[config.mk]
export PLATFORM = sky130hd
export DESIGN_NAME = pwm_bank
export DESIGN_NICKNAME = d
export VERILOG_FILES = /design/src/rtl/pwm_bank.sv
export SDC_FILE = /design/constraint.sdc
export NUM_CORES = 1
export LEC_CHECK = 0
export ABC_AREA = 1
export BUFFER_PORTS_ARGS = -buffer_cell sky130_fd_sc_hd__buf_2
export CAP_MARGIN = 40
export CORE_MARGIN = 8
export CORE_UTILIZATION = 30
export CTS_BUF_LIST = sky130_fd_sc_hd__clkbuf_4 sky130_fd_sc_hd__clkbuf_8
export CTS_CLUSTER_DIAMETER = 100
export DETAILED_ROUTE_END_ITERATION = 6
export GPL_TIMING_DRIVEN = 0
export PLACE_DENSITY = 0.45
export REMOVE_ABC_BUFFERS = 1
export SLEW_MARGIN = 20
export SYNTH_ARGS = -nofsm -noshare
export SYNTH_HDL_FRONTEND = slang
export SYNTH_SLANG_ARGS = --single-unit
export TNS_END_PERCENT = 10
[constraint.sdc]
create_clock -name clk -period 3.8 [get_ports clk]
set_input_delay 0.57 -clock clk [delete_from_list [all_inputs] [get_ports clk]]
set_output_delay 0.57 -clock clk [all_outputs]
set_load 0.005 [all_outputs]
[src/rtl/pwm_bank.sv]
`default_nettype none
// ============================================================================
// pwm_bank : write-only register bank driving 16 pins off / high / shared PWM
// Rev 1.0 : initial release
// ============================================================================
module pwm_bank #(
    parameter int DIV   = 3000,
    parameter int CNT_W = 12
) (
    input  logic        clk,
    input  logic        rst_n,
    input  logic        reg_wr_en,
    input  logic [6:0]  reg_addr,
    input  logic [7:0]  reg_data,
    output logic [15:0] out,
    output logic        period_start
);

    localparam logic [6:0]       C_ADDR_EN_LO   = 7'h00;
    localparam logic [6:0]       C_ADDR_EN_HI   = 7'h01;
    localparam logic [6:0]       C_ADDR_MODE_LO = 7'h02;
    localparam logic [6:0]       C_ADDR_MODE_HI = 7'h03;
    localparam logic [6:0]       C_ADDR_DUTY    = 7'h04;
    localparam logic [CNT_W-1:0] C_PRE_LAST     = CNT_W'(DIV - 1);
    localparam logic [CNT_W-1:0] C_PRE_ONE      = CNT_W'(1);
    localparam logic [7:0]       C_PWM_LAST     = 8'd254;
    localparam logic [7:0]       C_DUTY_FULL    = 8'd255;
    localparam int               C_PINS         = 16;

    logic [15:0]      r_en;
    logic [15:0]      r_mode;
    logic [7:0]       r_duty_shadow;
    logic [7:0]       r_duty_active;
    logic [CNT_W-1:0] r_pre_cnt;
    logic [7:0]       r_pwm_cnt;

    logic             w_tick;
    logic             w_wrap;
    logic             w_pwm_raw;
    logic [15:0]      w_pin_next;

    // Register file; unmapped addresses fall through the default arm untouched.
    always_ff @(posedge clk or negedge rst_n) begin
        if (!rst_n) begin
            r_en          <= '0;
            r_mode        <= '0;
            r_duty_shadow <= '0;
        end else if (reg_wr_en) begin
            case (reg_addr)
                C_ADDR_EN_LO:   r_en[7:0]     <= reg_data;
                C_ADDR_EN_HI:   r_en[15:8]    <= reg_data;
                C_ADDR_MODE_LO: r_mode[7:0]   <= reg_data;
                C_ADDR_MODE_HI: r_mode[15:8]  <= reg_data;
                C_ADDR_DUTY:    r_duty_shadow <= reg_data;
                default: ;
            endcase
        end
    end

    // With DIV=1 the prescaler is pinned at 0 and tick is permanently high.
    assign w_tick = (r_pre_cnt == C_PRE_LAST);
    assign w_wrap = w_tick && (r_pwm_cnt == C_PWM_LAST);

    always_ff @(posedge clk or negedge rst_n) begin
        if (!rst_n) begin
            r_pre_cnt <= '0;
        end else if (w_tick) begin
            r_pre_cnt <= '0;
        end else begin
            r_pre_cnt <= r_pre_cnt + C_PRE_ONE;
        end
    end

    always_ff @(posedge clk or negedge rst_n) begin
        if (!rst_n) begin
            r_pwm_cnt <= '0;
        end else if (w_wrap) begin
            r_pwm_cnt <= '0;
        end else if (w_tick) begin
            r_pwm_cnt <= r_pwm_cnt + 8'd1;
        end
    end

    // Shadow is copied only at the wrap, so a write landing on that same edge
    // is seen one period later.
    always_ff @(posedge clk or negedge rst_n) begin
        if (!rst_n) begin
            r_duty_active <= '0;
            period_start  <= 1'b0;
        end else begin
            period_start <= w_wrap;
            if (w_wrap) begin
                r_duty_active <= r_duty_shadow;
            end
        end
    end

    assign w_pwm_raw = (r_duty_active == C_DUTY_FULL) || (r_pwm_cnt < r_duty_active);

    genvar gi;
    generate
        for (gi = 0; gi < C_PINS; gi++) begin : g_pin
            assign w_pin_next[gi] = r_en[gi] ? (r_mode[gi] ? w_pwm_raw : 1'b1) : 1'b0;
        end
    endgenerate

    always_ff @(posedge clk or negedge rst_n) begin
        if (!rst_n) begin
            out <= '0;
        end else begin
            out <= w_pin_next;
        end
    end

endmodule
`default_nettype wire
* Yosys cells after proc, flatten, opt, wreduce, memory -nomap -nowiden
Index checks and enable logic that the tools add are counted.
** Word-level totals
- Bits in registers :: 85
- Bits of input ports :: 18
- Output and inout bits :: 17
- Logic and storage cells :: 64
** Operators by class
- Add/sub/neg operators :: 2
- $lt $le $gt $ge :: 1
- Equality and inequality tests :: 7
- Multiplexer cells :: 35
- Reduce and logical (&&, ||, !) cells :: 9
** Operator list (number)
- $mux 1 :: 32
- $eq 8x8->1 const B :: 2
- $mux 8 :: 2
- $eq 7x2->1 const B :: 2
- $add 12x1->12 const B :: 1
- $eq 12x12->1 const B :: 1
- $mux 12 :: 1
- $reduce_and 2->1 :: 5
- $add 8x1->8 const B :: 1
- $lt 8x8->1 :: 1
- $eq 7x1->1 const B :: 1
- $eq 7x3->1 const B :: 1
- $logic_not 7->1 :: 1
- $reduce_bool 2->1 :: 1
- $logic_and 1x1->1 :: 1
- $logic_or 1x1->1 :: 1

* Logic depth before layout (Yosys ltp)
Gate-level depths: netlist of the first run.
- Depth after elaboration :: 4
- Gate-level depth with buffers :: 12
- Depth with buffers taken out :: 11

* Least setup slack after synthesis of the first run
No wires, ideal clock.
- Kind :: in2reg
- Start :: input port reg_addr[4]
- End :: register r_mode[13]
- Library setup time :: 0.123 ns
- Arrival :: 1.431 ns
- Data required time :: 3.677 ns
- Setup slack :: 2.246 ns
- Stages on the path :: 7
- Path buffers :: 1
- Cells stage by stage :: nor2_1 nand2_1 nor4_4 nand3_2 buf_2 nand2_1 o21ai_1
** On the way
- Cells in the longest elaborated chain, start to end :: 2
** Ends and longest elaborated chain
- start, declared :: RTL line 13 : input logic [6:0] reg_addr,
- $eq 7x2->1 :: RTL line 49 : case (reg_addr)
- $reduce_and 2->1 (no source line)
- end signal, assigned :: RTL line 53 : C_ADDR_MODE_HI: r_mode[15:8] <= reg_data;
- end, declared :: RTL line 31 : logic [15:0] r_mode;
Every way passes these cells.
A chain may end at the register's enable or synchronous reset.

* Final worst setup path of the first run
- Start :: register r_duty_active[5]
- End :: register out[11]
** On the way
- Cells in the longest elaborated chain, start to end :: 4
- Elaborated cells on any way between the ends :: 5
- Those cells by class :: order compare (1); eq/ne (1); mux (2); reduce/logical (1)
** Ends and longest elaborated chain
- start, declared :: RTL line 33 : logic [7:0] r_duty_active;
- start signal, assigned :: RTL line 93 : r_duty_active <= r_duty_shadow;
- $lt 8x8->1 or $eq 8x8->1 (tied branches) :: RTL line 98 : assign w_pwm_raw = (r_duty_active == C_DUTY_FULL) || (r_pwm_cnt < r_duty_active);
- $logic_or 1x1->1 (*) :: RTL line 98
- $mux 1 (*) (2 in series) :: RTL line 103 : assign w_pin_next[gi] = r_en[gi] ? (r_mode[gi] ? w_pwm_raw : 1'b1) : 1'b0;
- net w_pin_next[11] :: RTL line 40 : logic [15:0] w_pin_next;
- end signal, assigned :: RTL line 111 : out <= w_pin_next;
- end, declared :: RTL line 15 : output logic [15:0] out,
Mark *: on every way through the listed nets, which the timed path passes. The rest lies on a longest branch.

==> results of run 1 <==
## routing by layer
| metal | part of all wire [%] | up-vias |
|---|---|---|
| li1 | - | 1415 |
| met1 | 49 | 1353 |
| met2 | 45 | 42 |
| met3 | 4.4 | 7 |
| met4 | 1.1 | 0 |
| met5 | 0 | - |
## synth_stat cells
cell type  count
a21o_1         1
a21oi_1        3
a31oi_1        2
and2_1         1
and3_1         1
buf_12         1
buf_2          6
buf_4          1
buf_6          1
clkinv_2       1
dfrtp_1       85
ha_1          10
inv_1         50
inv_2          2
inv_6          1
nand2_1      111
nand2_2        1
nand2_4        1
nand3_1       40
nand3_2        2
nand3_4        1
nand3b_1       2
nand4_1        3
nand4_4        1
nor2_1        17
nor3_1        11
nor3_4         2
nor4_1         3
nor4_4         1
o21ai_0       22
o21ai_1       16
o21ai_2        8
xor2_1         7
## state kept, by name, summed over array words and instances, names as in the netlist
register and flops:
period_start 1, r_duty_shadow 8, r_duty_active 8, r_pre_cnt 12, r_mode 16, r_pwm_cnt 8, r_en 16, out 16
## worst max path at each step
| stage | start | to | cells past startpoint |
|---|---|---|---|
| after detailed placement | reg_addr[0] | r_mode[2]$_DFFE_PN0P_ | 5 |
| after global placement | rst_n | r_en[13]$_DFFE_PN0P_ | 1 |
| after CTS | r_pwm_cnt[7]$_DFFE_PN0P_ | out[4]$_DFF_PN0_ | 8 |
| after global routing | r_duty_active[5]$_DFFE_PN0N_ | out[5]$_DFF_PN0_ | 9 |
| final | r_duty_active[5]$_DFFE_PN0N_ | out[11]$_DFF_PN0_ | 9 |
| after floorplan | reg_addr[0] | r_mode[0]$_DFFE_PN0P_ | 4 |
## cell families after synthesis
logic type	after synthesis	synth area share, %
XOR/XNOR	7	1.61
AO/OA/AOI/OAI	52	7.74
adder cells (fa/ha/maj)	10	3.28
buffers and inverters	63	7.28
AND/OR/NAND/NOR	198	24.4
flip-flops	85	55.7
## power breakdown
part / switching [mW] / internal, mW
combinational: 0.0657 / 0.0460
clock: 0.341 / 0.260
sequential: 0.0217 / 0.951
total: 0.429 / 1.26
## placed cells by master (no fill, tap or decap), types with 2 or more instances in the layout
cell type	instances
xor2_1	7
clkinv_2	3
nor4_1	3
inv_6	4
o21ai_2	8
buf_2	33
nand3b_1	2
nor2_1	17
clkbuf_8	10
nand3_2	2
a31oi_1	2
ha_1	10
nand2_1	111
dfrtp_1	85
o21ai_1	16
o21ai_0	22
a21oi_1	3
inv_1	50
nand4_1	3
nand3_1	40
inv_2	2
nor3_1	11
nor3_4	2
## layout make-up
type	instances	area (µm²)	share of cell area, %
inverters	54	209	4.79
well taps	172	215	4.93
clock inverters	6	43.8	1.00
multi-input cells	267	1410	32.4
flip-flops and latches	85	2130	48.7
clock buffers	10	138	3.15
repair buffers	36	219	5.02
## critical path: cells and delay by family (launching register included)
family,cells,cell delay [ps]
and+or+nand+nor,5,860
buffers and inverters,2,130
adders and majority gates,1,300
AOI/OAI and AO/OA,1,150
DFF,1,360
==> flow_summary.json, run 1 <==
{
  "p_total_mw": 1.69,
  "max_stage_delay_ps": 420,
  "grtUsageMet2_pct": 17.2,
  "setup_viol": 0,
  "fin_cells": 630,
  "antenna_found_initial": 0,
  "clock_latency_ps": 370,
  "coreArea_um2": 12500,
  "fillers": 1349,
  "setup_tns_ps": 0,
  "cts_hold_buf": 0,
  "fin_area_um2": 4360,
  "slew_viol_final": 0,
  "ys_ff_latch": 85,
  "worstSetupStartpointType": "register",
  "grt_setup_unrepaired": "false",
  "syn_area_per_cell_um2": 9.20,
  "design.final.nets": 481,
  "hpwl_um": 5530,
  "yosysTopAreaCell": "dfrtp_1",
  "cts_tree": "done",
  "final-hold-violation-count": 0,
  "finClkSkew_ps": 15.6,
  "p_leak_nw": 2.30,
  "synth_cell_type_count": 33,
  "fp.dieW_um": 129,
  "drt_pass1_iterations": 4,
  "cts-root-buf": "clkbuf_8",
  "vias": 2817,
  "floorplan.die_area_um2": 16600,
  "initialDrtViolationCount": 192,
  "worst_pin_slew_ps": 710,
  "grtUsageMet1_pct": 13.7,
  "grt_max_degree": 71,
  "critical_path_class": "reg2reg",
  "slowest_stage": "nand2_1",
  "drc": 0,
  "dpl.cell_count": 613,
  "powerDensity_nw_per_um2": 386,
  "clock_path_buffers": 2,
  "min_path_type": "in2async",
  "synthToLayoutAreaGrowth_pct": 14.3,
  "final.period_utilization_pct": 49.5,
  "r2r_start": "r_duty_active[5]$_DFFE_PN0N_",
  "period_needed_ps": 1880,
  "fin_util_pct": 34.9,
  "netlist.area_leader.share_pct": 55.7,
  "cts.sinks": 85,
  "ir_worst_vdd_uv": 249,
  "regToRegSetupSlack_ps": 1920,
  "r2r_cells": 9,
  "dpl_worst_slack_ps": 1690,
  "grt_first_pass_wirelength_um": 14400,
  "worstPathMaxFanout": 16,
  "wl_um": 8110,
  "grt_overflow_total": 0,
  "grt_pass1_vias": 2965,
  "worstReg2RegEnd": "out[11]$_DFF_PN0_",
  "max-cap-violations": 0,
  "antenna_cells": 0,
  "outcome": "complete, no violations",
  "cp_data_required_time_ps": 4100,
  "top_usage_layer": "met2",
  "postCtsSetupBuffers": 0,
  "io_buffers": 34,
  "end_kind": "register",
  "gp_congestion": 0.809,
  "grtUsageMet3_pct": 4.05,
  "synthCells": 415,
  "post_cts_resized": 0,
  "post_drt_via_cell_ratio": 4.47,
  "postPlaceCellArea_um2": 4170,
  "clk_pin_slew_ps": 90,
  "cts_inserted_buffers": 9,
  "crit_chain": "inv_1 > ha_1 > a21oi_1 > nor2_1 > nor3_1 > nand2_1 > nand3_1 > nand2_1 > inv_1",
  "fmaxAchievable_mhz": 531,
  "synth_area_um2": 3820,
  "yosysWarningCount": 0,
  "maxSlewHeadroom_pct": 52.6,
  "rows": 41,
  "synth_area_leaders": "dfrtp_1 (56%), nand2_1 (11%), nand3_1 (5.2%), inv_1 (4.9%), ha_1 (3.3%)",
  "ys_seq_area_share_pct": 55.7,
  "wl_per_cell_um": 12.9,
  "drive_gt1_share_pct": 15.9,
  "ios": 35,
  "chipHeight_um": 129,
  "initial_core_util_pct": 30.5,
  "arrival_ps": 2180,
  "fin_ws_ps": 1920,
  "grt_util_all_layers_pct": 10.9,
  "postRouteAntennaNets": 0,
  "whs_ps": 26.7,
  "htree_levels": 3
}
Power figures use the tool's default switching activity.
==> inputs of run 2 (changes only) <==
--- a/config.mk
+++ b/config.mk
@@ -5,7 +5,7 @@
 export SDC_FILE = /design/constraint.sdc
 export NUM_CORES = 1
 export LEC_CHECK = 0
-export ABC_AREA = 1
+export ABC_AREA = 0
 export BUFFER_PORTS_ARGS = -buffer_cell sky130_fd_sc_hd__buf_2
 export CAP_MARGIN = 40
 export CORE_MARGIN = 8
==> constraint.sdc (replaced) <==
create_clock -name clk -period 1.8 [get_ports clk]
set_input_delay 0.27 -clock clk [delete_from_list [all_inputs] [get_ports clk]]
set_output_delay 0.27 -clock clk [all_outputs]
set_load 0.005 [all_outputs]
==> run 2 against run 1 <==
Compared with the run above:
- the flow now finishes with violations (negative setup slack)
- first-iteration DRC count fell by 43%
- clock power rose by 120%
- register-to-register slack got worse by 1900 ps
- synthesized cell count is 32% lower
- worst setup slack got worse by 1900 ps
- maximum frequency rose by 3.3%
- power grew 110%
- combinational power up 88%
- clock skew decreased by 4.2 ps
- critical path depth fell by 3
- critical path type unchanged
- critical endpoint unchanged
- largest cell class unchanged
- highest routed layer unchanged
==> flow_summary.json, run 2 <==
{
  "outcome": "finished, violations left",
  "violations": "negative setup slack",
  "end_kind": "register",
  "synthCells": 281,
  "synth_ff_type": "dfrtp_1",
  "initial_core_util_pct": 30.4,
  "p_leak_nw": 2.16,
  "fin_ws_ps": -21.6,
  "wl_um": 7870,
  "cp-endpoint": "out[11]$_DFF_PN0_",
  "setup_viol": 6,
  "clock_path_buffers": 2,
  "fp.dieW_um": 126,
  "worstPathMaxFanout": 8,
  "grt_pass1_vias": 2522,
  "mostFrequentLayoutCells": "dfrtp_1 (82), mux2_2 (33), buf_2 (33), nand3_1 (15), nor2_1 (14)",
  "ios": 35,
  "ys_seq_area_share_pct": 58.9,
  "postRouteAntennaNets": 0,
  "wl_per_cell_um": 16.1,
  "fillers": 1133,
  "htree_levels": 3,
  "post_drt_via_cell_ratio": 4.87,
  "antenna_cells": 0,
  "yosysWarningCount": 0,
  "synth_area_um2": 3610,
  "yosysTopAreaCell": "dfrtp_1",
  "fmaxAchievable_mhz": 549,
  "final-hold-violation-count": 0,
  "initialDrtViolationCount": 109,
  "finClkSkew_ps": 11.4,
  "worst_pin_slew_ps": 598,
  "grt_util_all_layers_pct": 10.3,
  "powerDensity_nw_per_um2": 806,
  "postPlaceCellArea_um2": 4000,
  "netlist.area_leader.share_pct": 58.9,
  "wl_met3_um": 257,
  "grt_max_degree": 46,
  "r2r_cells": 6,
  "vias": 2379,
  "period_needed_ps": 1820,
  "syn_area_per_cell_um2": 12.9,
  "worstReg2RegEnd": "out[11]$_DFF_PN0_",
  "synth_cell_type_count": 39,
  "ys_ff_latch": 85,
  "hpwl_um": 5010,
  "floorplan.die_area_um2": 15800,
  "gp_congestion": 0.730,
  "critical_path_class": "reg2reg",
  "cts_tree": "done",
  "drive_gt1_share_pct": 37.1,
  "clk_pin_slew_ps": 100,
  "synth_area_leaders": "dfrtp_1 (59%), mux2_2 (10%), a21boi_0 (3.5%), ha_1 (3.5%), mux2_1 (2.5%)",
  "slew_viol_final": 0,
  "grt_setup_unrepaired": "true",
  "maxSlewHeadroom_pct": 60.1,
  "final.period_utilization_pct": 101,
  "largestRegisters": "out x16, r_en x16, r_mode x16",
  "synth_commonest_cells": "dfrtp_1 (85), mux2_2 (33), a21boi_0 (17)",
  "clock_latency_ps": 360,
  "p_total_mw": 3.58,
  "synthToLayoutAreaGrowth_pct": 23.0,
  "grt_overflow_total": 0,
  "startpoint": "r_pwm_cnt[4]$_DFFE_PN0P_",
  "r2r_start": "r_pwm_cnt[4]$_DFFE_PN0P_",
  "wl_met2_um": 3560,
  "yosysMostFrequentCell": "dfrtp_1",
  "worstSetupStartpointType": "register",
  "arrival_ps": 2080,
  "antenna_found_initial": 0,
  "min_path_type": "in2reg",
  "coreArea_um2": 11900,
  "cp_data_required_time_ps": 2050,
  "highest_layer": "met4",
  "chipHeight_um": 126,
  "design.final.nets": 365,
  "synth_edf_count": 0,
  "grt_first_pass_wirelength_um": 13000,
  "rows": 40,
  "ir_worst_vdd_uv": 408,
  "fin_area_um2": 4440,
  "drt_pass1_iterations": 4,
  "wl_met1_um": 3950,
  "final_common_cell": "dfrtp_1",
  "io_buffers": 34,
  "regToRegSetupSlack_ps": -20,
  "cts_inserted_buffers": 9,
  "max-cap-violations": 0,
  "cts-root-buf": "clkbuf_8",
  "drc": 0,
  "fin_util_pct": 37.4,
  "cts.sinks": 85,
  "ys_async_sr_fraction_pct": 100
}
-- run 2: cell types whose count changed in the layout (fill, tap and decap cells not counted), sizes merged, moves of 13 or more --
cell / delta
nand2: -101
a21boi: +17
buf: +13
o21ai: -30
nand3: -28
mux2: +41
inv: -43
-- run 2: routing by layer --
layer,GRT usage (%),vias to the layer above
met1,13.7,1197
met2,15.8,42
met3,2.62,8
li1,-,1132
met4,3.72,0
met5,0,-
-- run 2: layout make-up --
cell class	instances	area (µm²)	area share, %
clock buffer	10	131	2.96
tap	147	184	4.14
timing repair buffer	51	349	7.86
clock inverter	6	55.1	1.24
inverter	9	33.8	0.761
sequential	85	2130	48.0
multi-input combinational	181	1560	35.1
-- run 2: how the worst min path moves through the flow --
stage	cells after the start	end	start	slack (ps)
2_1_floorplan	0	out[0]$_DFF_PN0_	rst_n	-30
3_3_place_gp	1	out[11]$_DFF_PN0_	r_mode[11]$_DFFE_PN0P_	440
3_5_place_dp	1	r_pre_cnt[11]$_DFF_PN0_	rst_n	330
4_1_cts	2	r_mode[15]$_DFFE_PN0P_	reg_data[7]	180
5_1_grt	2	r_mode[11]$_DFFE_PN0P_	reg_data[3]	190
6_report	2	r_mode[10]$_DFFE_PN0P_	reg_data[2]	200
-- run 2: cells by family (layout without fill, tap and decap cells) --
family,Yosys count,in the layout,share of synthesized area (%)
flip-flops,85,85,58.9
AND/OR/NAND/NOR,73,73,11.8
AO/OA/AOI/OAI,46,46,8.59
multiplexers,44,44,13.6
buffers and inverters,15,76,1.66
adder cells (fa/ha/maj),10,10,3.47
XOR/XNOR,8,8,1.94
-- run 2: critical path, cell delays in order, from the launching register on --
cell and delay, ps:
dfrtp_2 450, ha_1 280, and4_1 200, o21ai_2 80
o32ai_4 400, clkbuf_16 240, a21boi_1 80
-- run 2: metrics by stage --
step	setup WS (ps)	std cells	setup TNS [ps]	hold slack [ps]
global placement	-1760	456	-71040	436
global route	-87.5	489	-1030	194
finish	-21.6	489	-75.9	195
detailed placement	-475	458	-16050	331
CTS	-24.0	479	-77.7	184
floorplan	-312	275	-5320	-25.6
-- run 2: where the power goes --
part,leakage [nW],switching (mW),internal [mW]
Sequential,1.15,0.0436,2.01
Clock,0.0972,0.768,0.548
Combinational,0.914,0.0991,0.112
-- run 2: timing repair --
action / in CTS / in global routing
buffers inserted: 4 / 9
resized for setup: 9 / 37
endpoints found under the hold margin: 44 / 0
gates cloned: 0 / 1
hold buffers: 1 / 0
endpoints found under the setup margin: 31 / 29
pin swaps: 4 / 12
